===== config.mk =====
export PLATFORM = sky130hd
export DESIGN_NAME = rf_read_stage
export DESIGN_NICKNAME = d
export VERILOG_FILES = /design/src/rtl/risc23_pkg.sv /design/src/rtl/rf_regs.sv /design/src/rtl/rf_read_stage.sv
export SDC_FILE = /design/constraint.sdc
export NUM_CORES = 1
export LEC_CHECK = 0
export ABC_AREA = 1
export BUFFER_PORTS_ARGS = -buffer_cell sky130_fd_sc_hd__buf_2
export CORE_ASPECT_RATIO = 0.6
export CORE_MARGIN = 2
export CORE_UTILIZATION = 47
export DETAILED_ROUTE_END_ITERATION = 8
export MAX_ROUTING_LAYER = met4
export PLACE_DENSITY = 0.75
export REMOVE_ABC_BUFFERS = 1
export SLEW_MARGIN = 20
export SYNTH_ARGS = -nofsm -noshare
export SYNTH_HDL_FRONTEND = slang
export SYNTH_SLANG_ARGS = --single-unit

===== constraint.sdc =====
create_clock -name clk -period 3.1 [get_ports clk]
set_input_delay 0.31 -clock clk [delete_from_list [all_inputs] [get_ports clk]]
set_output_delay 0.31 -clock clk [all_outputs]
set_load 0.1 [all_outputs]

===== src/rtl/risc23_pkg.sv =====
// Shared types and sizes for the risc23 pipeline: register file geometry,
// operand-select encodings and the register-read stage state type.
package risc23_pkg;

  localparam int XLEN = 16;
  localparam int NREG = 8;
  localparam int AW   = $clog2(NREG);

  typedef enum logic [1:0] {
    SRC_RA  = 2'd0,
    SRC_RB  = 2'd1,
    SRC_IMM = 2'd2,
    SRC_PC  = 2'd3
  } src_sel_e;

  typedef enum logic {
    S_RUN   = 1'b0,
    S_STALL = 1'b1
  } rf_state_e;

endpackage


===== src/rtl/rf_regs.sv =====
// NREG x XLEN architectural register file: one write port, three combinational
// read ports. Define RF_BYPASS_EN to make a same-cycle write visible on reads.
module rf_regs
  import risc23_pkg::*;
(
  input  logic            clk,
  input  logic            rst,
  input  logic            we,
  input  logic [AW-1:0]   waddr,
  input  logic [XLEN-1:0] wdata,
  input  logic [AW-1:0]   raddr_a,
  input  logic [AW-1:0]   raddr_b,
  input  logic [AW-1:0]   raddr_c,
  output logic [XLEN-1:0] rdata_a,
  output logic [XLEN-1:0] rdata_b,
  output logic [XLEN-1:0] rdata_c
);

  logic [XLEN-1:0] regs_q [NREG];
  logic [XLEN-1:0] regs_d [NREG];

  always_comb begin
    regs_d = regs_q;
    if (we) regs_d[waddr] = wdata;
  end

  always_ff @(posedge clk) begin
    if (rst) regs_q <= '{default: '0};
    else     regs_q <= regs_d;
  end

  // With bypass, a read of the register being written sees the new data now.
  function automatic logic [XLEN-1:0] read_port(input logic [AW-1:0] addr);
`ifdef RF_BYPASS_EN
    if (we && (waddr == addr)) return wdata;
`endif
    return regs_q[addr];
  endfunction

  assign rdata_a = read_port(raddr_a);
  assign rdata_b = read_port(raddr_b);
  assign rdata_c = read_port(raddr_c);

endmodule


===== src/rtl/rf_read_stage.sv =====
// Register-read stage: register file, load-use hazard detection, stall FSM and
// saturating stall counter. RF_BYPASS_EN selects write-through reads.
module rf_read_stage
  import risc23_pkg::*;
#(
  parameter int LDUSE_STALL = 1,
  parameter int CNT_W       = 16
) (
  input  logic             clk,
  input  logic             rst,
  input  logic             flush,
  input  logic [AW-1:0]    ra,
  input  logic [AW-1:0]    rb,
  input  logic [AW-1:0]    rc,
  input  logic [1:0]       srcA_sel,
  input  logic [1:0]       srcB_sel,
  input  logic             mem_wr,
  input  logic             ex_mem_rd,
  input  logic             ex_rf_we,
  input  logic [AW-1:0]    ex_waddr,
  input  logic             wb_we,
  input  logic [AW-1:0]    wb_addr,
  input  logic [XLEN-1:0]  wb_data,
  output logic [XLEN-1:0]  rd_a,
  output logic [XLEN-1:0]  rd_b,
  output logic [XLEN-1:0]  rd_c,
  output logic             stall,
  output logic             bubble,
  output logic [CNT_W-1:0] stall_cnt
);

  rf_state_e        state_q, state_d;
  logic [2:0]       cnt_q, cnt_d;
  logic [CNT_W-1:0] stall_cnt_q, stall_cnt_d;
  logic             use_a, use_b, ld_hz, wb_hz;

  rf_regs u_regs (
    .clk     (clk),
    .rst     (rst),
    .we      (wb_we),
    .waddr   (wb_addr),
    .wdata   (wb_data),
    .raddr_a (ra),
    .raddr_b (rb),
    .raddr_c (rc),
    .rdata_a (rd_a),
    .rdata_b (rd_b),
    .rdata_c (rd_c)
  );

  assign use_a = (srcA_sel == SRC_RA) || mem_wr;
  assign use_b = (srcB_sel == SRC_RB);
  assign ld_hz = ex_mem_rd && ex_rf_we &&
                 ((use_a && (ex_waddr == ra)) || (use_b && (ex_waddr == rb)));

  // Without bypass, reading a register in the cycle it is written costs one stall.
`ifdef RF_BYPASS_EN
  assign wb_hz = 1'b0;
`else
  assign wb_hz = wb_we && ((use_a && (wb_addr == ra)) || (use_b && (wb_addr == rb)));
`endif

  always_comb begin
    state_d = state_q;
    cnt_d   = cnt_q;
    stall   = 1'b0;
    bubble  = 1'b0;
    if (rst) begin
      state_d = S_RUN;
      cnt_d   = '0;
    end else if (flush) begin
      state_d = S_RUN;
      cnt_d   = '0;
      bubble  = 1'b1;
    end else if (state_q == S_STALL) begin
      stall  = 1'b1;
      bubble = 1'b1;
      if (cnt_q == 3'd1) begin
        state_d = S_RUN;
        cnt_d   = '0;
      end else begin
        cnt_d = cnt_q - 3'd1;
      end
    end else if (ld_hz) begin
      stall  = 1'b1;
      bubble = 1'b1;
      if (LDUSE_STALL > 1) begin
        state_d = S_STALL;
        cnt_d   = 3'(LDUSE_STALL - 1);
      end
    end else if (wb_hz) begin
      stall  = 1'b1;
      bubble = 1'b1;
    end
  end

  always_comb begin
    stall_cnt_d = stall_cnt_q;
    if (stall && (stall_cnt_q != {CNT_W{1'b1}})) stall_cnt_d = stall_cnt_q + 1'b1;
  end

  always_ff @(posedge clk) begin
    if (rst) begin
      state_q     <= S_RUN;
      cnt_q       <= '0;
      stall_cnt_q <= '0;
    end else begin
      state_q     <= state_d;
      cnt_q       <= cnt_d;
      stall_cnt_q <= stall_cnt_d;
    end
  end

  assign stall_cnt = stall_cnt_q;

endmodule


Word-level counts from Yosys, hierarchy flattened
Cells that the tools add are included.

storage, ports and cells
  bits of input ports = 42
  RAM bits = 0
  output and inout port bits = 66
  register bits = 148
  bits in latches = 0
  ROM bits = 0
  memories = 0
  logic and storage cells = 66

operators by class
  muxes and demuxes = 21
  add/sub/neg operators = 2
  shift operators = 0
  eq/ne operators = 7
  magnitude comparators = 5
  multiply operators = 0
  divide/modulo/power cells = 0
  reduce and logical (&&, ||, !) cells = 15
  bitwise gates (word level) = 5

operator list
  kind                   number
  $bmux 16 s3            3
  $bwmux 128             1
  $mux 16                7
  $demux 16 s3           1
  $add 16x1->16 const B  1
  $ge 4x4->1 const B     4
  $ne 16x16->1 const B   1
  $not 3->4              4
  $eq 3x3->1             4
  $logic_and 1x1->1      9
  $mux 1                 8
  $lt 4x1->1 const B     1
  $eq 3x1->1 const B     1
  $logic_or 1x1->1       3
  $mux 3                 1
  $reduce_or 3->1        1
  $sub 3x1->3 const B    1
  $eq 2x1->1 const B     1
  $logic_not 2->1        1
  $reduce_or 2->1        1
  $not 1->1              1

Longest topological paths before layout
Gate-level depths: netlist of the first run.

  depth after elaboration = 11
  depth in mapped cells = 13
  depth with buffers taken out = 12

By module
Synthesis of the first run repeated with hierarchy kept, for this count alone.

unflattened totals
  cells, all modules = 1836
  area total of the unflattened synthesis = 10123.5 um^2

by module, submodules not included
  module         seq. area each (um^2)  area each (um^2)  times used  cells an instance
  rf_regs        2562.5                 8622.0            1           1592
  rf_read_stage  400.4                  1501.4            1           244

Worst setup path after synthesis of the first run
Ideal clock, no wire load.

  path kind = input port to output port
  start point = in rb[1]
  end point = out rd_b[1]
  buffers on the path = 3
  data required time = 2790 ps
  path slack = 111 ps
  stages on the path = 6
  arrival = 2679 ps
  cell sequence = buf_2 clkbuf_1 clkbuf_1 a21oi_1 o21ai_0 a31oi_1

on the way
  cells in the longest elaborated chain, start to end = 4

RTL lines
  what                                         line                 text
  from (decl)                                  rf_read_stage.sv:13  input logic [AW-1:0] rb,
  $not 3->4 (implied by the code)              rf_regs.sv:37        return regs_q[addr];
  $bmux 16 s3                                  rf_regs.sv:37
  $mux 16 (implied by the code) (2 in series)  rf_regs.sv:37
  to (decl)                                    rf_read_stage.sv:25  output logic [XLEN-1:0] rd_b,

No other way between the ends. The select of a mux whose other input is x is not followed.

Worst setup path after layout of the first run
  start point = in rc[0]
  end point = out rd_c[9]

on the way
  cells in the longest elaborated chain, start to end = 4

RTL lines
  what                                         line                 text
  from (decl)                                  rf_read_stage.sv:14  input logic [AW-1:0] rc,
  $not 3->4 (implied by the code)              rf_regs.sv:37
  $bmux 16 s3                                  rf_regs.sv:37
  $mux 16 (implied by the code) (2 in series)  rf_regs.sv:37
  to (decl)                                    rf_read_stage.sv:26  output logic [XLEN-1:0] rd_c,

No other way between the ends. The select of a mux whose other input is x is not followed.

==> out/qor.yml, run 1 <==
yosys:
  synth_area_um2: 8890
  yosysWarnings: 0
  avgSynthCellArea_um2: 6.31
  synth_cell_type_count: 27
  yosysSeqAreaShare_pct: 33.3
  ys_ff_latch: 148
  synthTopCellsByArea: "dfxtp_1, o21ai_0, nor2_1"
  synth_top_area_share_pct: 33.3
  syn_inst: 1410
  yosysTopAreaCell: "dfxtp_1"
sta:
  drv_slew: 0
  hold_viol_final: 0
  setup_viol: 0
  finalCritPeriodShare_pct: 81.2
  period_minus_slack_ps: 2520
  tightest_slew_ps: 1020
  max_freq_mhz: 397
  fin_skew_ps: 16.6
  rsz0062_at_grt: "no"
  setup_tns_ps: 0
  fin_ws_ps: 583
  slew_headroom_pct: 31.8
clock_network:
  cts_sinks: 148
  clock_latency_ps: 440
  cts.clk_slew.worst_paths_ps: 70
  cts_hold_buf: 0
  cts_resized: 0
  cts_tree: "done"
  cts_buffer_depth: 2
  cts_buffers: 17
  cts_root_buf: "clkbuf_16"
  postCtsSetupBuffers: 0
  htree_levels: 4
layout:
  design_area_um2: 10700
  final_util_pct: 58.3
  drive_gt1_share_pct: 13.2
  fillCellCount: 1685
  nets: 1501
  syn_to_final_growth_pct: 19.9
power_and_ir_drop:
  cellInternalPower_mw: 3.46
  power_density_nw_per_um2: 508
  p_seq_share_pct: 37.0
  swShare_pct: 36.2
  switching_power_mw: 1.96
  power.leakage_nw: 4.31
  comb_power_share_pct: 25.6
  ir_drop_v: 0.000369
  p_clk_share_pct: 37.3
grt:
  grtUsageTotal_pct: 31.5
  grt_overflow: 0
  grt_pass1_vias: 9369
  grt_pass1_wl_um: 49600
  grt_antenna_before_repair: 0
  grt_max_degree: 83
worst_setup_path:
  crit_fanout: 24
  end_kind: "output pin"
  crit_arrival_ps: 2210
  rrSetupSlack_ps: 1050
  rr_startpoint: "stall_cnt[0]$_SDFFE_PP0P_"
  r2r_end: "stall_cnt[4]$_SDFFE_PP0P_"
  worstPathRequired_ps: 2790
  setup.worst_path.start_class: "input pin"
  crit_type: "in -> out"
  reg2reg_depth: 7
place:
  hpwl_um: 19500
  dp_slack_ps: 669
  placed_cell_area_um2: 10100
  port_buffers: 107
  gp_congestion: 0.910
route:
  drtIter0Drc: 1867
  wl_per_cell_um: 18.3
  via_per_inst: 6.08
  vias: 10400
  drc_errors: 0
  routed_wl_um: 31300
  dr.pass1.iters: 7
  ant_nets: 0
die:
  start_util_pct: 48.6
  die_x_um: 182
  io_pins: 108
  dieArea_um2: 20100
  die_h_um: 111
  row_count: 38
  core_um2: 18300
hold_path:
  hold_path_end: "u_regs.regs_q[63]$_SDFFE_PP0P_"
  hold_depth: 3
  min_from: "wb_data[15]"
  hold_class: "in -> reg"
run_status:
  outcome: "complete, no violations"
flow_run:
  cap_violations: 0
-- sequential cells by signal (all words and copies together), names as in the netlist --
register	count
cnt_q	3
u_regs.regs_q	128
stall_cnt	16
state_q	1
-- routing by layer --
layer  part of all wire (%)  wire, µm  GRT usage [%]
met1                     42     13100           43.7
met2                     41     12700           44.2
met3                     15      4710           8.21
met4                    2.4       739           10.1
met5                      0         0              -
-- placed cells by master, fill, tap and decap left out --
cell type	count
nor3_1	3
nor3_4	1
bufinv_16	1
nor2_1	268
a31oi_1	48
clkinvlp_4	5
clkinv_2	1
nand4_4	1
buf_4	25
nand3_1	6
buf_2	72
xnor2_1	6
clkbuf_16	17
inv_2	4
a21oi_2	8
inv_6	4
inv_4	1
nand2_2	9
nand3_4	2
clkbuf_1	2
nand4_1	15
diode_2	1
clkinv_4	2
buf_12	41
ha_1	3
xor2_1	5
nand2_1	156
inv_1	89
a21oi_1	153
o21ai_0	324
dfxtp_1	148
o211ai_1	48
a211oi_1	1
-- synthesized netlist by cell type (all sizes together) --
library cell and number:
o21ai 324, a31oi 48, a21oi 161, inv 94, nand4 16, a211oi 1, nand2 165, o211ai 48
ha 3, xnor2 6, clkbuf 88, nor2 268, dfxtp 148, nor3 4, xor2 5, buf 23
nand3 8
-- worst max-delay path: stages --
cell and delay [ps]:
buf_4 200, inv_1 670, nor2_1 80, o21ai_0 230
nor2_1 60, a31oi_1 170, buf_2 450
-- kinds of logic (layout without fill, tap and decap cells) --
group,count (synthesis),in the layout,synth area share [%]
AOI/OAI and AO/OA,582,582,35.1
xor gates and xnor gates,11,11,1.08
adders and majority gates,3,3,0.422
buffers and inverters,205,264,9.13
DFF,148,148,33.3
other,0,1,0
and+or+nand+nor,461,461,20.9
-- power groups by stage --
stage | Sequential, mW | Combinational (mW) | Clock [mW]
final | 2.00 | 1.39 | 2.02
after detailed placement | 2.04 | 1.36 | 0
after global routing | 2.01 | 1.46 | 2.10
after global placement | 2.04 | 1.34 | 0
after CTS | 2.00 | 1.36 | 2.03
after floorplan | 2.04 | 0.826 | 0
-- cell type report --
| class | instances | area (µm²) | share of cell area [%] |
|---|---|---|---|
| Clock inverter | 13 | 125 | 1.17 |
| Multi-Input combinational cell | 1057 | 5120 | 48.0 |
| Tap cell | 240 | 300 | 2.82 |
| Clock buffer | 19 | 433 | 4.06 |
| Timing Repair Buffer | 138 | 1370 | 12.8 |
| Sequential cell | 148 | 2960 | 27.8 |
| Inverter | 94 | 355 | 3.33 |
| Antenna cell | 1 | 2.50 | 0.0235 |
-- how the worst max path moves through the flow --
stage | from | end | slack, ps
finish | rc[0] | rd_c[9] | 580
detailed placement | ra[0] | bubble | 670
floorplan | rb[0] | bubble | -20
CTS | ra[0] | bubble | 670
global placement | ra[0] | bubble | 770
global route | ra[0] | bubble | 470
-- stage by stage --
step	hold WS, ps	cells	power (mW)
floorplan	372	1299	2.86
finish	226	1710	5.41
CTS	210	1709	5.40
detailed placement	465	1677	3.40
global placement	463	1677	3.39
global route	238	1709	5.57
(Power assumes the default switching activity.)
==> run 2, diff against run 1 <==
==> constraint.sdc (replaced) <==
create_clock -name clk -period 2.4 [get_ports clk]
set_input_delay 0.24 -clock clk [delete_from_list [all_inputs] [get_ports clk]]
set_output_delay 0.24 -clock clk [all_outputs]
set_load 0.1 [all_outputs]
==> out/qor.yml, run 2 (same netlist as run 1, synthesis figures left out) <==
clock_network:
  cts_sinks: 148
  cts.clk_slew.worst_paths_ps: 60
  postCtsSetupBuffers: 0
  cts_resized: 0
  cts_tree: "done"
  cts_buffer_depth: 2
  htree_levels: 4
  cts_buffers: 17
  cts_hold_buf: 0
  clock_latency_ps: 430
  cts_root_buf: "clkbuf_16"
die:
  die_h_um: 111
  start_util_pct: 48.6
  core_um2: 18300
  row_count: 38
  dieArea_um2: 20100
  die_x_um: 182
  io_pins: 108
power_and_ir_drop:
  power_density_nw_per_um2: 650
  ir_drop_v: 0.000486
  power.leakage_nw: 4.47
flow_run:
  cap_violations: 0
grt:
  grt_overflow: 0
  grt_pass1_vias: 9222
  grt_antenna_before_repair: 0
  grt_pass1_wl_um: 49800
  grt_max_degree: 83
  grtUsageTotal_pct: 31.7
sta:
  rsz0062_at_grt: "no"
  setup_viol: 0
  hold_viol_final: 0
  max_freq_mhz: 479
  fin_skew_ps: 10.4
  period_minus_slack_ps: 2090
  tightest_slew_ps: 943
  drv_slew: 0
  finalCritPeriodShare_pct: 86.9
  slew_headroom_pct: 37.0
route:
  ant_nets: 0
  via_per_inst: 6.06
  top_layer: "met4"
  drc_errors: 0
  routed_wl_um: 31300
  wl_per_cell_um: 18.2
  met2_length_um: 12900
  vias: 10400
  wl_met3_um: 4130
  dr.pass1.iters: 7
  drtIter0Drc: 1632
  wl_met1_um: 13700
worst_setup_path:
  rrSetupSlack_ps: 440
  r2r_end: "stall_cnt[1]$_SDFFE_PP0P_"
  setup.worst_path.start_class: "input pin"
  crit_fanout: 30
  cp-startpoint: "ra[1]"
  crit_arrival_ps: 1850
  cp-endpoint: "rd_a[8]"
  worstPathRequired_ps: 2160
  rr_startpoint: "stall_cnt[0]$_SDFFE_PP0P_"
  end_kind: "output pin"
  reg2reg_depth: 8
  crit_type: "in -> out"
place:
  gp_congestion: 0.895
  hpwl_um: 19600
  placed_cells_incl_taps: 1690
  port_buffers: 107
layout:
  largest-register: "u_regs.regs_q"
  drive_gt1_share_pct: 13.9
  fin_cells: 1721
  syn_to_final_growth_pct: 23.9
  nets: 1514
  final_common_cell: "o21ai_0"
  fillCellCount: 1637
  layout_common_cells: "o21ai_0, nor2_1, nand2_1"
  largest_reg_flops: 128
  final_util_pct: 60.2
run_status:
  outcome: "complete, no violations"
hold_path:
  hold_class: "in -> reg"
[run 2: area by class of cell]
class,instances,area (µm²),share of cell area [%]
sequential,148,2960,26.9
clock inverter,10,109,0.988
inverter,94,355,3.22
timing repair buffer,151,1720,15.6
tap,240,300,2.72
antenna,1,2.50,0.0227
multi-input combinational,1057,5120,46.4
clock buffer,20,457,4.14
[run 2: worst min path at each step]
stage                                      from  slack (ps)  depth (start not counted)                        endpoint
after detailed placement  cnt_q[2]$_SDFFE_PP0P_         480                          2           cnt_q[2]$_SDFFE_PP0P_
final                                wb_data[5]         160                          3  u_regs.regs_q[21]$_SDFFE_PP0P_
after global placement    cnt_q[2]$_SDFFE_PP0P_         460                          2           cnt_q[2]$_SDFFE_PP0P_
after CTS                            wb_data[5]         150                          3  u_regs.regs_q[21]$_SDFFE_PP0P_
after global routing                 wb_data[1]         160                          3  u_regs.regs_q[81]$_SDFFE_PP0P_
after floorplan                             rst         300                          1      stall_cnt[10]$_SDFFE_PP0P_
[run 2: routing by layer]
layer,up-vias,GRT usage [%]
met5,-,-
met4,0,10.2
met3,78,6.50
met2,747,44.3
met1,4688,45.3
li1,4918,-
[run 2: worst max-delay path, cell delays in order]
cell and delay, ps:
buf_2 350, buf_12 260, o21ai_0 130, o21ai_0 210
a21oi_1 100, a31oi_1 310, buf_12 220
[run 2: report_power, final]
group          leakage (nW)  switching (mW)  internal [mW]
Sequential             1.20          0.0560           2.53
Clock                 0.277            1.10           1.57
Combinational          2.99            1.32          0.589
Total                  4.47            2.47           4.69
[run 2: per-stage QoR]
| stage | cell area (µm²) | hold WS (ps) | total power, mW | setup slack, ps | setup TNS [ps] |
|---|---|---|---|---|---|
| detailed placement | 10500 | 478 | 4.51 | 420 | 0 |
| finish | 11000 | 159 | 7.16 | 314 | 0 |
| global route | 11000 | 160 | 7.36 | 231 | 0 |
| global placement | 10500 | 462 | 4.49 | 410 | 0 |
| CTS | 11000 | 148 | 7.12 | 375 | 0 |
| floorplan | 8440 | 302 | 3.70 | -582 | -22990 |
